### src/rtl/shift_add_mult_if.sv
// rtl/shift_add_mult_if.sv - operand/product handshake bundle for shift_add_mult
interface shift_add_mult_if #(
    parameter int WIDTH = 32
);
    logic             in_valid;
    logic             in_ready;
    logic [WIDTH-1:0] inp1;
    logic [WIDTH-1:0] inp2;
    logic             out_valid;
    logic             out_ready;
    logic [WIDTH-1:0] result;
    logic [WIDTH-1:0] result_hi;
    logic             busy;

    modport master (
        output in_valid, inp1, inp2, out_ready,
        input  in_ready, out_valid, result, result_hi, busy
    );

    modport slave (
        input  in_valid, inp1, inp2, out_ready,
        output in_ready, out_valid, result, result_hi, busy
    );
endinterface

### src/rtl/shift_add_mult.sv
// rtl/shift_add_mult.sv - iterative unsigned shift-and-add multiplier, one multiplier bit per clock
module shift_add_mult #(
    parameter int WIDTH = 32,
    parameter int CNT_W = $clog2(WIDTH)
) (
    input  logic           clk,
    input  logic           rst,
    shift_add_mult_if.slave bus
);
    localparam int PW = 2 * WIDTH;

    typedef enum logic [1:0] {
        S_IDLE,
        S_BUSY,
        S_DONE
    } state_t;

    state_t           state_q, state_d;
    logic [PW-1:0]    a_q, a_d;
    logic [WIDTH-1:0] b_q, b_d;
    logic [PW-1:0]    acc_q, acc_d;
    logic [CNT_W-1:0] cnt_q, cnt_d;
    logic [PW-1:0]    res_q, res_d;

    always_ff @(posedge clk or posedge rst) begin
        if (rst) begin
            state_q <= S_IDLE;
            a_q     <= '0;
            b_q     <= '0;
            acc_q   <= '0;
            cnt_q   <= '0;
            res_q   <= '0;
        end else begin
            state_q <= state_d;
            a_q     <= a_d;
            b_q     <= b_d;
            acc_q   <= acc_d;
            cnt_q   <= cnt_d;
            res_q   <= res_d;
        end
    end

    always_comb begin
        state_d = state_q;
        a_d     = a_q;
        b_d     = b_q;
        acc_d   = acc_q;
        cnt_d   = cnt_q;
        res_d   = res_q;
        case (state_q)
            S_IDLE: begin
                if (bus.in_valid) begin
                    a_d     = {{WIDTH{1'b0}}, bus.inp1};
                    b_d     = bus.inp2;
                    acc_d   = '0;
                    cnt_d   = '0;
                    state_d = S_BUSY;
                end
            end
            S_BUSY: begin
                if (b_q[0]) begin
                    acc_d = acc_q + a_q;
                end
                a_d   = a_q << 1;
                b_d   = b_q >> 1;
                cnt_d = cnt_q + CNT_W'(1);
                // Output register only moves on the final iteration, so a partial sum is never visible.
                if (cnt_q == CNT_W'(WIDTH - 1)) begin
                    res_d   = acc_d;
                    state_d = S_DONE;
                end
            end
            S_DONE: begin
                if (bus.out_ready) begin
                    state_d = S_IDLE;
                end
            end
            default: state_d = S_IDLE;
        endcase
    end

    assign bus.in_ready  = (state_q == S_IDLE);
    assign bus.busy      = (state_q == S_BUSY);
    assign bus.out_valid = (state_q == S_DONE);
    assign bus.result    = res_q[WIDTH-1:0];
    assign bus.result_hi = res_q[PW-1:WIDTH];
endmodule

### src/flat_wrapper.sv
// flat-port wrapper written by rule: the top's interface ports become plain ports
module shift_add_mult_flat 
#(
    parameter int WIDTH = 32,
    parameter int CNT_W = $clog2(WIDTH)
)
  (clk, rst, bus_in_valid, bus_inp1, bus_inp2, bus_out_ready, bus_in_ready, bus_out_valid, bus_result, bus_result_hi, bus_busy);
  shift_add_mult_if #(.WIDTH(WIDTH)) bus_i ();
  input  logic clk;
  input  logic rst;
  input wire logic [$bits(bus_i.in_valid)-1:0] bus_in_valid;
  input wire logic [$bits(bus_i.inp1)-1:0] bus_inp1;
  input wire logic [$bits(bus_i.inp2)-1:0] bus_inp2;
  input wire logic [$bits(bus_i.out_ready)-1:0] bus_out_ready;
  output wire logic [$bits(bus_i.in_ready)-1:0] bus_in_ready;
  output wire logic [$bits(bus_i.out_valid)-1:0] bus_out_valid;
  output wire logic [$bits(bus_i.result)-1:0] bus_result;
  output wire logic [$bits(bus_i.result_hi)-1:0] bus_result_hi;
  output wire logic [$bits(bus_i.busy)-1:0] bus_busy;
  assign bus_i.in_valid = bus_in_valid;
  assign bus_i.inp1 = bus_inp1;
  assign bus_i.inp2 = bus_inp2;
  assign bus_i.out_ready = bus_out_ready;
  assign bus_in_ready = bus_i.in_ready;
  assign bus_out_valid = bus_i.out_valid;
  assign bus_result = bus_i.result;
  assign bus_result_hi = bus_i.result_hi;
  assign bus_busy = bus_i.busy;
  shift_add_mult #(.WIDTH(WIDTH), .CNT_W(CNT_W)) u_core (.clk(clk), .rst(rst), .bus(bus_i));
endmodule
### config.mk
export PLATFORM = sky130hd
export DESIGN_NAME = shift_add_mult_flat
export DESIGN_NICKNAME = d
export VERILOG_FILES = /design/src/rtl/shift_add_mult_if.sv /design/src/rtl/shift_add_mult.sv /design/src/flat_wrapper.sv
export SDC_FILE = /design/constraint.sdc
export NUM_CORES = 1
export LEC_CHECK = 0
export ABC_AREA = 1
export CAP_MARGIN = 20
export CORE_MARGIN = 5
export CORE_UTILIZATION = 50
export CTS_CLUSTER_SIZE = 10
export DETAILED_ROUTE_END_ITERATION = 8
export PLACE_DENSITY = 0.74
export SLEW_MARGIN = 20
export SYNTH_ARGS = -nofsm -noshare
export SYNTH_HDL_FRONTEND = slang
export SYNTH_SLANG_ARGS = --single-unit
### constraint.sdc
create_clock -name clk -period 9.1 [get_ports clk]
set_input_delay 1.82 -clock clk [delete_from_list [all_inputs] [get_ports clk]]
set_output_delay 1.82 -clock clk [all_outputs]
set_load 0.02 [all_outputs]
==> results of run 1 <==
## metal layers
layer	vias up	global-route usage
li1	7481	-
met1	6902	0.418
met2	345	0.402
met3	37	0.0483
met4	0	0.0333
met5	-	0
## worst paths after layout
path,startpoint,slack (ns),cells past startpoint,endpoint
max reg2reg,u_core.state_q[1]$_DFFE_PP0P_,6.22,8,u_core.a_q[10]$_DFFE_PP0P_
min reg2reg,u_core.res_q[36]$_DFFE_PP0P_,0.47,2,u_core.res_q[36]$_DFFE_PP0P_
max in group asynchronous,rst,6.00,3,u_core.acc_q[44]$_DFFE_PP0P_
min in group asynchronous,rst,1.76,2,u_core.b_q[17]$_DFFE_PP0P_
max,bus_in_valid,5.07,8,u_core.a_q[10]$_DFFE_PP0P_
min,u_core.res_q[36]$_DFFE_PP0P_,0.47,2,u_core.res_q[36]$_DFFE_PP0P_
## cells by family (layout without fill, tap and decap cells)
| group | after synthesis | after routing | share of synthesized area |
|---|---|---|---|
| AOI/OAI and AO/OA | 214 | 214 | 0.0824 |
| xor gates and xnor gates | 30 | 30 | 0.0167 |
| adders and majority gates | 66 | 66 | 0.0530 |
| buffers and inverters | 482 | 590 | 0.117 |
| DFF | 231 | 231 | 0.367 |
| and+or+nand+nor | 1341 | 1341 | 0.363 |
## flip-flops by register name (all words and copies together), names as in the netlist
register,flops
u_core.b_q,32
u_core.cnt_q,5
u_core.a_q,64
u_core.state_q,2
u_core.acc_q,64
u_core.res_q,64
## power groups by stage
| stage | Sequential [µW] | Clock, µW | Combinational, µW |
|---|---|---|---|
| floorplan | 1820 | 0 | 3420 |
| global placement | 1810 | 0 | 4780 |
| detailed placement | 1810 | 0 | 4870 |
| CTS | 1810 | 988 | 4890 |
| global route | 1870 | 1030 | 5530 |
| finish | 1820 | 971 | 4930 |
## synth_stat cells (30+ instances only)
cell	number	area share
sky130_fd_sc_hd__or2_2	34	0.014
sky130_fd_sc_hd__o22ai_1	48	0.019
sky130_fd_sc_hd__clkbuf_1	41	0.0098
sky130_fd_sc_hd__nand2_1	939	0.22
sky130_fd_sc_hd__o21ai_0	46	0.015
sky130_fd_sc_hd__nor2_2	30	0.012
sky130_fd_sc_hd__dfrtp_1	231	0.37
sky130_fd_sc_hd__ha_1	65	0.052
sky130_fd_sc_hd__nor2_1	103	0.025
sky130_fd_sc_hd__nand3_1	160	0.051
sky130_fd_sc_hd__inv_1	397	0.095
sky130_fd_sc_hd__o211ai_1	32	0.015
sky130_fd_sc_hd__a21oi_1	45	0.014
## worst reg2reg max path, delay by kind of cell, from the launching register on
family,cells,cell delay [ns]
buffers and inverters,3,1.06
AO/OA/AOI/OAI,1,0.13
AND/OR/NAND/NOR,4,1.17
flip-flops,1,0.42
## cell type report
class | count | area (µm²) | share of cell area
clock buffers | 33 | 728 | 0.0401
clock inverters | 1 | 20.0 | 0.00110
inverters | 412 | 1550 | 0.0855
multi-input cells | 1651 | 8130 | 0.448
flip-flops and latches | 231 | 5780 | 0.318
well taps | 402 | 503 | 0.0277
repair buffers | 144 | 1450 | 0.0798
## stage by stage
step | total power (µW) | worst slack (ns) | std cells | area, µm² | util
finish | 7720 | 5.07 | 2874 | 18200 | 0.580
global route | 8430 | 4.90 | 2874 | 18200 | 0.580
CTS | 7690 | 5.11 | 2873 | 18100 | 0.579
detailed placement | 6690 | 4.54 | 2839 | 17400 | 0.555
global placement | 6590 | 4.63 | 2839 | 17400 | 0.555
floorplan | 5250 | 0.947 | 2364 | 15700 | -
==> results.txt, run 1 <==
The flow ran to the end, and the final reports show no timing, DRC or antenna violations. The switching fraction of total power works out to 0.520. The top cell types in the final layout, fill and taps aside, are sky130_fd_sc_hd__nand2_1, sky130_fd_sc_hd__inv_1, sky130_fd_sc_hd__dfrtp_1. The tools report the number of slew-limit violations in the final report as 0.

By startpoint and endpoint, the worst setup path is classified as input pin to flip-flop. For the number of hold-repair buffers added at the cts stage, the log shows 0. The run gives 0.000281 V as the maximum ir drop on the vdd rail.

The initialized floorplan defines 65 standard-cell rows. The antenna cell count is 0, and the area growth from synthesis to final layout is 15.5%. The quantity of I/O buffers inserted on ports works out to 134. Highest layer used for signal routing: met4.

The run gives 0.56 ns as the clock latency on the worst-skew pair. The height of the die is 187 µm. Global-route congestion overflow total: 0. The critical path contains buffers and inverters numbering 4 combined. The routed layout has 14765 vias. The first global-routing pass estimated 77000 µm of wire. The synthesized area divided by synthesized cell count came out at 6.66 µm². Dividing the detail-routed via count by the number of cells gives 5.14. In the final routed layout, each cell accounts on average for 16.5 µm. The share of power burned in combinational logic came out at 0.639. The number of global-route vias before repair was 14276; the routability congestion estimate from global placement was 0.974. In this run the cell area of the synthesized design comes to 15700 µm². In the routed design, unresolved DRC markers number 0. For this block, the initial DRC count from the detailed router was 1133. In this design, the largest share of critical-path delay is due to buffers and inverters. The routed wire length on met3 was 3200 µm; the part of the total power dissipated in the clock network was 0.126. Once detail routing completed, the nets flagged for antenna violations numbered 0. The class of the tightest hold or removal check was flip-flop to flip-flop.

The analysis attributes to net switching a power of 4010 µW. The logs give 2498 for the number of nets in the synthesized netlist and 2601 for the layout net count. No sink is reached through more buffers than the 3 on the longest clock path.

Entering global routing, the biggest net connects 104 pins. The number of synthesized flops with an enable pin came out at 0. Gates resized during post-CTS repair numbered 0. The kind of end point of the critical path was a flip-flop. At the worst endpoint, the required time is 9.57 ns. In this run the post-CTS setup repair buffer count came out at 0. The Yosys step of the flow raised 0 warnings.

Dividing total power by cell area gives a power density of 425 nW/µm². Synthesis inferred 231 register bits. TritonCTS built the clock tree. For the portion of total power attributed to sequential cells, the log shows 0.235.

The static leakage power is 0.00989 µW. The share of synthesized flip-flops with an asynchronous set or reset is 1.00, and the count of H-tree levels built during CTS is 1. The run gives 0.502 as the effective utilization at floorplan.

The master of the slowest instance on the critical path was sky130_fd_sc_hd__nor2_4. Number of max-cap violations: 0. The worst max-slew margin expressed relative to the limit is 0.308, and the global routing usage summed across all routing layers is 0.268.

Setup violations remaining at the end of the flow were counted as 0. The time the worst path needs with I/O delays and setup was 4.03 ns; the number of cells produced by synthesis was 2364. The arrival time of the worst setup path is 4.49 ns. The longest individual stage delay on the worst path is 0.77 ns. The run gives 0 as the hold violation count in the final report. For this run, the leading register cell type out of synthesis is sky130_fd_sc_hd__dfrtp_1. Setup repair after global routing left no endpoint under its margin. The share of the clock period used by the worst path after layout is 0.443, and the post-route met1 wirelength is 24100 µm. The sequential fraction of the synthesis area is 0.367.

The first-pass iteration count of the detailed router was 5; the layout cell share with drive strength beyond 1 was 0.0744. The signal on the critical path passes through clkdlybuf4s50_1 > nand2_1 > inv_2 > buf_4 > nor2_4 > buf_4 > nand2_1 > o211ai_1. Internal power comes to 3700 µW. The floorplan step defined a die boundary enclosing 35100 µm². The clock arrives with 0.0135 ns of skew.

Hold timing on the final database bottoms out at a slack of 0.474 ns. The die is 187 µm wide. The routed design uses 19600 µm of met2 wire. The upper clock frequency limit was 0.248 GHz. Post-detailed-placement half-perimeter wirelength: 36100 µm.

The routed design has 47500 µm of wire. The boundary pin count is 135, and the placeable core region is 31300 µm². The largest fanout on the critical path is 65. The number of different library cells used by synthesis comes to 40. For the sum of negative setup slack, the log shows 0 ns. Counting the buffers created by CTS gives 27. Counting every sink on the clock net gives 231.

The tools report the root cell of the clock tree as sky130_fd_sc_hd__clkbuf_16. The worst setup path is launched from an input pin. At the pin with the least slew margin, the transition time is 1.03 ns. Clock-pin slew was measured on the worst setup and hold paths at 0.06 ns.

The library cell used most frequently in the layout, excluding fill and tap cells, is sky130_fd_sc_hd__nand2_1. The number of fill cells is 3034, and the number of antenna violations at the first check in global routing is 1.
Note: power is estimated with default switching activity, not from simulation.
==> run 2: changes to the inputs <==
==> constraint.sdc (replaced) <==
create_clock -name clk -period 3.8 [get_ports clk]
set_input_delay 0.76 -clock clk [delete_from_list [all_inputs] [get_ports clk]]
set_output_delay 0.76 -clock clk [all_outputs]
set_load 0.02 [all_outputs]
==> run 2 against run 1 <==
Net effect:
- clock skew up 0.0050 ns
- routed wire length shrank 2.1%
- register-to-register slack got worse by 5.0 ns
- combinational power grew 140%
- sequential share of layout area down 0.16 points
- hold slack is essentially flat
- clock power grew 150%
- non-clock buffer count rose by 2
- sequential cell count unchanged
- sequential power is 140% higher
- largest cell class unchanged
==> results.txt, run 2 (synthesis results as in run 1) <==
Tracing the worst setup path back leads to its startpoint at u_core.state_q[0]$_DFFE_PP0P_. Utilization of the core after routing: 0.583. The largest registers in the layout are u_core.a_q (64), u_core.acc_q (64), u_core.res_q (64). The flow ran to the end, and the final reports show no timing, DRC or antenna violations.

The worst register-to-register path ends at u_core.res_q[60]$_DFFE_PP0P_. The clock slew at the register clock pins of the worst setup and hold paths is 0.06 ns. The tools report the kind of end point of the critical path as a primary output.

The sink of the worst hold path is u_core.res_q[39]$_DFFE_PP0P_. The count of nets left with antenna violations once routing finished came out at 0. The height of the die came out at 187 µm.

The critical path class is flip-flop to primary output. Counting the buffers created by CTS gives 28. The transition time of the tightest slew-check pin is 1.10 ns.

The critical register-to-register path startpoint is u_core.a_q[0]$_DFFE_PP0P_. The tools report the global-route congestion overflow total as 0. After layout, the minimum clock period comes to 2.68 ns. For the effective utilization at floorplan, the log shows 0.502. After detailed routing, the number of vias per cell comes to 5.16.

The tools report the number of slew-limit violations in the final report as 0. The power density over the cells was 1010 nW/µm². Entering global routing, the biggest net connects 140 pins. The count of routing violations after the opening detailed-route iteration came out at 1279. The final layout contains 2604 nets. The aggregate routed wire length was 46500 µm; the quantity of I/O buffers inserted on ports was 134. TritonCTS built the clock tree.

The data required time at the worst endpoint came out at 3.04 ns. The worst clock skew was 0.0185 ns; the layout cell share with drive strength beyond 1 was 0.0758. The library cells used most frequently in the layout, excluding fill and tap cells, are sky130_fd_sc_hd__nand2_1, sky130_fd_sc_hd__inv_1, sky130_fd_sc_hd__dfrtp_1. The routability congestion estimate from global placement came out at 0.975. The tools report the worst max-slew margin expressed relative to the limit as 0.267.

The worst register-to-register path has a setup slack of 1.20 ns. The root cell of the clock tree is sky130_fd_sc_hd__clkbuf_16. The worst register-to-register path has a depth of 14. The run gives 14176 as the number of global-route vias before repair.

Setup repair after global routing left no endpoint under its margin. The core region is 31300 µm². STA classifies the critical path startpoint as a flip-flop.

In this run the post-CTS setup repair buffer count came out at 0. After legalization and detailed placement, the total HPWL measured 35200 µm. The number of vias after detailed routing came out at 14881.

The average detailed-routed wire length per instance is 16.1 µm, and the number of setup violations in the final report is 0. For the number of hold-repair buffers added at the cts stage, the log shows 0. Counting the fill cells in the layout gives 3008.

The clock passes through at most 3 buffers. The pre-antenna-repair detailed-routing pass consisted of 5 iterations. The repair_antennas step left the layout with diodes totalling 0. The startpoint of the tightest hold check path is u_core.res_q[39]$_DFFE_PP0P_. The worst hold path depth is 2. The area growth from synthesis to layout is 16.0%. The run gives 0.265 as the global routing usage summed across all routing layers. For the worst-skew pair, the clock arrives at the later sink with an insertion delay of 0.56 ns. Class of the tightest hold or removal check: flip-flop to flip-flop. The upper clock frequency limit was 0.373 GHz; the hold violation count in the final report was 0. The global-route wire length before repair was 76300 µm.

The floorplan has 65 rows. 135 I/O pins were placed. The analysis attributes to cell leakage a power of 0.00992 µW. Share of the clock period used by the worst path after layout: 0.706. The tools report the arrival time of the worst setup path as 1.92 ns.

The area enclosed by the die boundary came out at 35100 µm². The clock net in this run drives a total of 231 sinks. The post-cts repair resize count was 0.

Across the run, the number of max-cap violations was 0. The tools report the number of antenna violations at the first check in global routing as 0. The library cell used most frequently in the layout, excluding fill and tap cells, is sky130_fd_sc_hd__nand2_1.

After detailed routing, the number of remaining DRC violations is 0. Measured along the x axis, the die boundary spans 187 µm. For the count of H-tree levels built during CTS, the log shows 1.

The maximum ir drop on the vdd rail was 0.000508 V; the largest fanout on the critical path was 4. For the final routed database, the setup TNS stands at 0 ns.
==> run 2: through the flow <==
step | power, µW | instance area [µm²] | hold slack (ns) | instances | setup WS (ns)
after CTS | 18400 | 18200 | 0.480 | 2881 | 1.11
after global routing | 20300 | 18300 | 0.495 | 2883 | 0.981
after floorplan | 12600 | 15700 | 0.449 | 2364 | 0.0181
after detailed placement | 15900 | 17400 | 0.464 | 2840 | 1.12
after global placement | 15700 | 17400 | 0.461 | 2840 | 1.20
final | 18500 | 18300 | 0.474 | 2883 | 1.12
==> run 2: how the worst max path moves through the flow <==
| stage | endpoint | slack, ns | cells after the start |
|---|---|---|---|
| finish | bus_busy | 1.12 | 3 |
| global route | u_core.res_q[60]$_DFFE_PP0P_ | 0.98 | 14 |
| CTS | bus_busy | 1.11 | 3 |
| detailed placement | u_core.a_q[6]$_DFFE_PP0P_ | 1.12 | 7 |
| global placement | u_core.b_q[18]$_DFFE_PP0P_ | 1.20 | 7 |
| floorplan | u_core.a_q[0]$_DFFE_PP0P_ | 0.02 | 1 |
==> run 2: cell type report <==
type / count / area (µm²) / area share
Sequential cell: 231 / 5780 / 0.317
Multi-Input combinational cell: 1651 / 8130 / 0.445
Timing Repair Buffer: 146 / 1510 / 0.0825
Clock inverter: 3 / 28.8 / 0.00158
Clock buffer: 38 / 758 / 0.0415
Inverter: 412 / 1550 / 0.0849
Tap cell: 402 / 503 / 0.0275
==> run 2: layer usage <==
layer,routed length (µm),global-route usage,share of wire
met5,0,0,0
met4,655,0.0421,0.014
met3,3480,0.0368,0.075
met2,19800,0.400,0.43
met1,22600,0.412,0.49
==> run 2: power by group <==
part | total [µW] | switching [µW] | internal [µW]
registers | 4360 | 813 | 3550
clock network | 2380 | 1010 | 1370
logic | 11800 | 7740 | 4040
==> run 2: worst max-delay path: stages, from the launching register on <==
cell and delay [ns]:
sky130_fd_sc_hd__dfrtp_1 0.40, sky130_fd_sc_hd__inv_1 0.08, sky130_fd_sc_hd__nor2_4 0.09, sky130_fd_sc_hd__clkdlybuf4s50_1 0.79
